==> config.mk <==
export PLATFORM = sky130hd
export DESIGN_NAME = sys_array_sequencer
export DESIGN_NICKNAME = d
export VERILOG_FILES = /design/src/rtl/sys_array_sequencer.sv
export SDC_FILE = /design/constraint.sdc
export NUM_CORES = 1
export LEC_CHECK = 0
export BUFFER_PORTS_ARGS = -buffer_cell sky130_fd_sc_hd__buf_4
export CORE_MARGIN = 5
export CORE_UTILIZATION = 35
export CTS_CLUSTER_DIAMETER = 30
export DETAILED_ROUTE_END_ITERATION = 7
export GPL_TIMING_DRIVEN = 1
export PLACE_DENSITY = 0.57
export SYNTH_ARGS = -nofsm -noshare
export SYNTH_HDL_FRONTEND = slang
export SYNTH_SLANG_ARGS = --single-unit
==> constraint.sdc <==
create_clock -name clk -period 9.85 [get_ports clk]
set_input_delay 0 -clock clk [delete_from_list [all_inputs] [get_ports clk]]
set_output_delay 0 -clock clk [all_outputs]
set_load 0.03 [all_outputs]
==> src/rtl/sys_array_sequencer.sv <==
// Job-level sequencer for the systolic array. It accepts a job, steps the fetcher through
// clear/load/start/wait, captures the result matrix and streams it out one word per transfer.
module sys_array_sequencer #(
  parameter int unsigned DATA_WIDTH  = 8,
  parameter int unsigned ARRAY_W     = 5,
  parameter int unsigned ARRAY_L     = 2,
  parameter int unsigned LOAD_CYCLES = 2,
  parameter int unsigned TIMEOUT     = 64
) (
  input  logic                                          clk,
  input  logic                                          reset,
  input  logic                                          job_req,
  output logic                                          job_ack,
  output logic                                          arr_reset_n,
  output logic                                          load_params,
  output logic                                          start_comp,
  input  logic                                          arr_ready,
  input  logic [ARRAY_W*ARRAY_W*2*DATA_WIDTH-1:0]       arr_data,
  output logic                                          res_valid,
  input  logic                                          res_ready,
  output logic [2*DATA_WIDTH-1:0]                       res_data,
  output logic [$clog2(ARRAY_W*ARRAY_W)-1:0]            res_index,
  output logic                                          res_last,
  output logic                                          busy,
  output logic                                          timeout_err
);

  localparam int unsigned N   = ARRAY_W * ARRAY_W;
  localparam int unsigned RW  = 2 * DATA_WIDTH;
  localparam int unsigned IW  = $clog2(N);
  localparam int unsigned WCW = (TIMEOUT > 0) ? $clog2(TIMEOUT + 1) : 1;
  localparam int unsigned LCW = (LOAD_CYCLES > 1) ? $clog2(LOAD_CYCLES) : 1;

  localparam logic [IW-1:0]  LastIdx    = IW'(N - 1);
  localparam logic [WCW-1:0] WaitMax    = '1;
  localparam logic [WCW-1:0] TimeoutVal = WCW'(TIMEOUT);
  localparam logic [LCW-1:0] LoadLast   = LCW'(LOAD_CYCLES - 1);

  if (ARRAY_W < 2 || ARRAY_L < 1 || LOAD_CYCLES < 1) begin : g_bad_params
    $error("sys_array_sequencer: need ARRAY_W >= 2, ARRAY_L >= 1, LOAD_CYCLES >= 1");
  end

  typedef enum logic [2:0] {
    ST_IDLE, ST_CLEAR, ST_LOAD, ST_START, ST_WAIT, ST_CAPTURE, ST_STREAM
  } state_e;

  state_e          state_q;
  logic [LCW-1:0]  load_cnt_q;
  logic [WCW-1:0]  wait_cnt_q, wait_cnt_d;
  logic [IW-1:0]   res_index_q, res_index_d;
  logic [RW-1:0]   res_data_q;
  logic [RW-1:0]   res_buf_q [N];
  logic            job_ack_q, arr_reset_n_q, load_params_q, start_comp_q;
  logic            res_valid_q, res_last_q, busy_q, timeout_err_q;

  // NOTE: combinational helpers use blocking assignments and a full default, so no latch is inferred.
  always_comb begin
    wait_cnt_d  = (wait_cnt_q == WaitMax) ? wait_cnt_q : wait_cnt_q + WCW'(1);
    res_index_d = res_index_q + IW'(1);
  end

  always_ff @(posedge clk or posedge reset) begin
    if (reset) begin
      state_q       <= ST_IDLE;
      load_cnt_q    <= '0;
      wait_cnt_q    <= '0;
      res_index_q   <= '0;
      res_data_q    <= '0;
      job_ack_q     <= 1'b0;
      arr_reset_n_q <= 1'b0;
      load_params_q <= 1'b0;
      start_comp_q  <= 1'b0;
      res_valid_q   <= 1'b0;
      res_last_q    <= 1'b0;
      busy_q        <= 1'b0;
      timeout_err_q <= 1'b0;
    end else begin
      unique case (state_q)
        ST_IDLE: begin
          arr_reset_n_q <= 1'b1;
          if (job_req) begin
            state_q       <= ST_CLEAR;
            job_ack_q     <= 1'b1;
            arr_reset_n_q <= 1'b0;
            busy_q        <= 1'b1;
            timeout_err_q <= 1'b0;
          end
        end
        ST_CLEAR: begin
          state_q       <= ST_LOAD;
          job_ack_q     <= 1'b0;
          arr_reset_n_q <= 1'b1;
          load_params_q <= 1'b1;
          load_cnt_q    <= '0;
        end
        ST_LOAD: begin
          if (load_cnt_q == LoadLast) begin
            state_q       <= ST_START;
            load_params_q <= 1'b0;
            start_comp_q  <= 1'b1;
          end else begin
            load_cnt_q <= load_cnt_q + LCW'(1);
          end
        end
        ST_START: begin
          state_q      <= ST_WAIT;
          start_comp_q <= 1'b0;
          wait_cnt_q   <= '0;
        end
        ST_WAIT: begin
          wait_cnt_q <= wait_cnt_d;
          // A completion arriving on the expiry cycle still counts as success.
          if (arr_ready) begin
            state_q <= ST_CAPTURE;
          end else if (TIMEOUT != 0 && wait_cnt_d == TimeoutVal) begin
            state_q       <= ST_IDLE;
            timeout_err_q <= 1'b1;
            busy_q        <= 1'b0;
          end
        end
        ST_CAPTURE: begin
          state_q     <= ST_STREAM;
          res_data_q  <= arr_data[RW-1:0];
          res_index_q <= '0;
          res_last_q  <= 1'b0;
          res_valid_q <= 1'b1;
        end
        ST_STREAM: begin
          if (res_ready) begin
            if (res_index_q == LastIdx) begin
              state_q     <= ST_IDLE;
              res_valid_q <= 1'b0;
              res_last_q  <= 1'b0;
              busy_q      <= 1'b0;
            end else begin
              res_index_q <= res_index_d;
              res_data_q  <= res_buf_q[res_index_d];
              res_last_q  <= (res_index_d == LastIdx);
            end
          end
        end
        default: state_q <= ST_IDLE;
      endcase
    end
  end

  // NOTE: the result buffer is not reset; CAPTURE always overwrites it before any word is read.
  always_ff @(posedge clk) begin
    if (state_q == ST_CAPTURE) begin
      for (int k = 0; k < N; k++) begin
        res_buf_q[k] <= arr_data[k*RW +: RW];
      end
    end
  end

  assign job_ack     = job_ack_q;
  assign arr_reset_n = arr_reset_n_q;
  assign load_params = load_params_q;
  assign start_comp  = start_comp_q;
  assign res_valid   = res_valid_q;
  assign res_data    = res_data_q;
  assign res_index   = res_index_q;
  assign res_last    = res_last_q;
  assign busy        = busy_q;
  assign timeout_err = timeout_err_q;

endmodule
==> flow_summary.json <==
{
  "worst_pin_slew_ps": 1290,
  "htreeDepth": 3,
  "r2r-start": "res_index[0]",
  "post_cts_buffers": 0,
  "cts_tree": "yes",
  "synth_edf_count": 400,
  "fp.dieArea_sq_um": 54400,
  "fmax_mhz": 245,
  "gp_congestion": 0.851,
  "ys_dominant_reg_cell": "edfxtp_1",
  "first_pass_iters": 5,
  "grt_usage": 0.216,
  "p_per_area_nw_per_um2": 270,
  "whs_ps": 92.0,
  "startpoint_type": "flop",
  "synth_area_sq_um": 17500,
  "drv_slew": 0,
  "wl_mm": 60.2,
  "die_w_um": 233,
  "drtAntennaViolNets": 0,
  "hold_end": "res_buf_q[14][6]",
  "min_path_type": "input pin to flop",
  "crit_path_end_kind": "flop",
  "die_height_um": 233,
  "numCtsBuffers": 97,
  "synth.distinct_cells": 58,
  "grt-ovfl-total": 0,
  "min_path_cells": 2,
  "placed_cell_area_sq_um": 21400,
  "ys_seq_area_frac": 0.745,
  "r2r-end": "res_data[14]",
  "leakagePower_nw": 10.8,
  "drc": 0,
  "grt_pass1_vias": 14100,
  "synth-seq-cells": 440,
  "synthTopCellsByArea": "edfxtp_1, mux4_2, dfrtp_1",
  "maxCapViolCount": 0,
  "stdcell_count": 2616,
  "area_growth_pct": 65.4,
  "grt_pass1_wl_mm": 87.1,
  "root_buffer": "clkbuf_16",
  "ios": 434,
  "cp_common_cell": "buf_4",
  "fin_nets": 2268,
  "ir_drop_mv": 0.200,
  "max_stage_delay_ps": 850,
  "initial_core_util": 0.355,
  "rr_worst_depth": 8,
  "fin_crit_ps": 4080,
  "dp_hpwl_mm": 37.8,
  "setup_ws_ps": 5770,
  "synth_area_leader_cell": "edfxtp_1",
  "rrSetupSlack_ps": 5770,
  "yosysWarnings": 0,
  "final_design_area_no_fill_sq_um": 28900,
  "clk_pin_slew_ps": 50,
  "dp_slack_ps": 5710,
  "crit_start": "res_index[0]",
  "drive_gt1_frac": 0.340,
  "rows": 81,
  "num_vias": 12800,
  "portBuffers": 433,
  "syn_nets": 1372,
  "critPathKind": "flop to flop",
  "finalSetupViolCount": 0,
  "synth-async-reset-ratio": 0.0909,
  "drt_iter0_markers": 952,
  "rsz0062_at_grt": "no",
  "clock_latency_ps": 630,
  "cp_cell_sequence": "ha_1, xor2_4, buf_4, buf_4, mux2i_1, o22ai_1, o41ai_1, o221ai_1",
  "total_power_mw": 7.79,
  "cts_num_sinks": 440,
  "syn_avg_cell_area_sq_um": 18.1,
  "min_period_over_period": 0.415,
  "fin_setup_tns_ps": 0,
  "clock_path_buffers": 3,
  "fin_skew_ps": 66.9,
  "holdCritStartpoint": "arr_data[230]",
  "yosys-top-cells-count": "edfxtp_1, nand2_1, mux2i_1",
  "post_drt_wl_per_cell_um": 23.0,
  "yosys.area.top_type_share": 0.688,
  "dp_cells": 2019,
  "relSlewSlack": 0.137,
  "syn-instance-count": 963,
  "antenna_found_initial": 9,
  "synth_most_common_cell": "edfxtp_1",
  "worstPathMaxFanout": 48,
  "slowest_stage": "dfrtp_4",
  "vias_per_cell": 4.90,
  "status": "finished clean",
  "cp.required_ps": 10320,
  "final_core_util": 0.588,
  "grt_max_degree": 206,
  "core-area_sq_um": 49200,
  "hold_viol_final": 0,
  "critPathArrivalTime_ps": 4550
}
where the power goes:
part	switching (mW)	total, mW	internal (mW)
logic	1.06	1.87	0.808
registers	0.174	2.57	2.40
clock network	1.07	3.34	2.27
total	2.31	7.79	5.48
state kept, by name, indices dropped and copies added (netlist names), 3 cells and up:
register and count:
res_buf_q 400, res_data 16, res_index 5, state_q 3
wait_cnt_q 7
final cells by class:
class | instances | area (sq um)
inverter | 9 | 41.3
clock inverter | 68 | 877
multi-input combinational | 463 | 4160
antenna | 9 | 22.5
fill | 3554 | 20300
sequential | 440 | 13000
timing repair buffer | 848 | 7390
tap | 664 | 831
clock buffer | 115 | 2550
cells by family (layout without fill, tap and decap cells):
group	after synthesis	count (layout)	synth area share
compound gates	157	157	0.0623
simple gates	157	157	0.0416
mux	137	137	0.125
xor+xnor	8	8	0.00401
fa+ha+maj	4	4	0.00287
buf+inv	60	1040	0.0193
flops	440	440	0.745
other cells	0	9	0
critical path, delay by kind of cell, from the launching register on:
kind | cells | cell delay (ps)
multiplexers | 1 | 290
buffers and inverters | 2 | 1070
XOR/XNOR | 1 | 170
AO/OA/AOI/OAI | 3 | 990
adder cells (fa/ha/maj) | 1 | 460
flip-flops | 1 | 850
per-layer routing:
layer | part of all wire | global-route usage | vias up
li1 | - | - | 5772
met2 | 0.51 | 0.370 | 574
met4 | 0.029 | 0.0792 | 2
met3 | 0.063 | 0.0490 | 110
met5 | 0.00022 | 0 | -
met1 | 0.39 | 0.270 | 6353
worst max-delay path by stage:
stage / end / slack (ps) / depth (start not counted)
2_1_floorplan: res_data[5] / 2920 / 7
3_5_place_dp: res_data[5] / 5710 / 8
6_report: res_data[14] / 5770 / 8
5_1_grt: res_data[6] / 5540 / 8
4_1_cts: res_data[14] / 5710 / 8
3_3_place_gp: res_data[7] / 5900 / 6
cells in the final DEF, fill, tap and decap left out, types with 8 or more instances in the layout:
cell type and n:
nor3_1 13, a22oi_1 12, mux2i_1 77, o21ai_1 8
a31oi_1 13, mux4_2 46, mux4_1 14, clkbuf_16 99
bufinv_16 16, clkbuf_1 15, clkinv_1 9, dlygate4sd3_1 405
nand2_1 81, o32a_1 9, nand2b_1 10, o21ai_0 32
o2bb2ai_1 15, edfxtp_1 400, nand3_1 22, nor2_1 13
clkinv_2 18, clkinvlp_4 10, buf_4 442, o22ai_1 8
dfrtp_1 39, diode_2 9, a21oi_1 21
timing repair:
| action | 4_1_cts | 5_1_grt |
|---|---|---|
| hold endpoints to repair | 469 | 0 |
| gates resized for setup | 0 | 0 |
| hold buffers | 405 | 0 |
| setup endpoints to repair | 0 | 0 |
No activity file was read; power rests on OpenSTA's default activity.
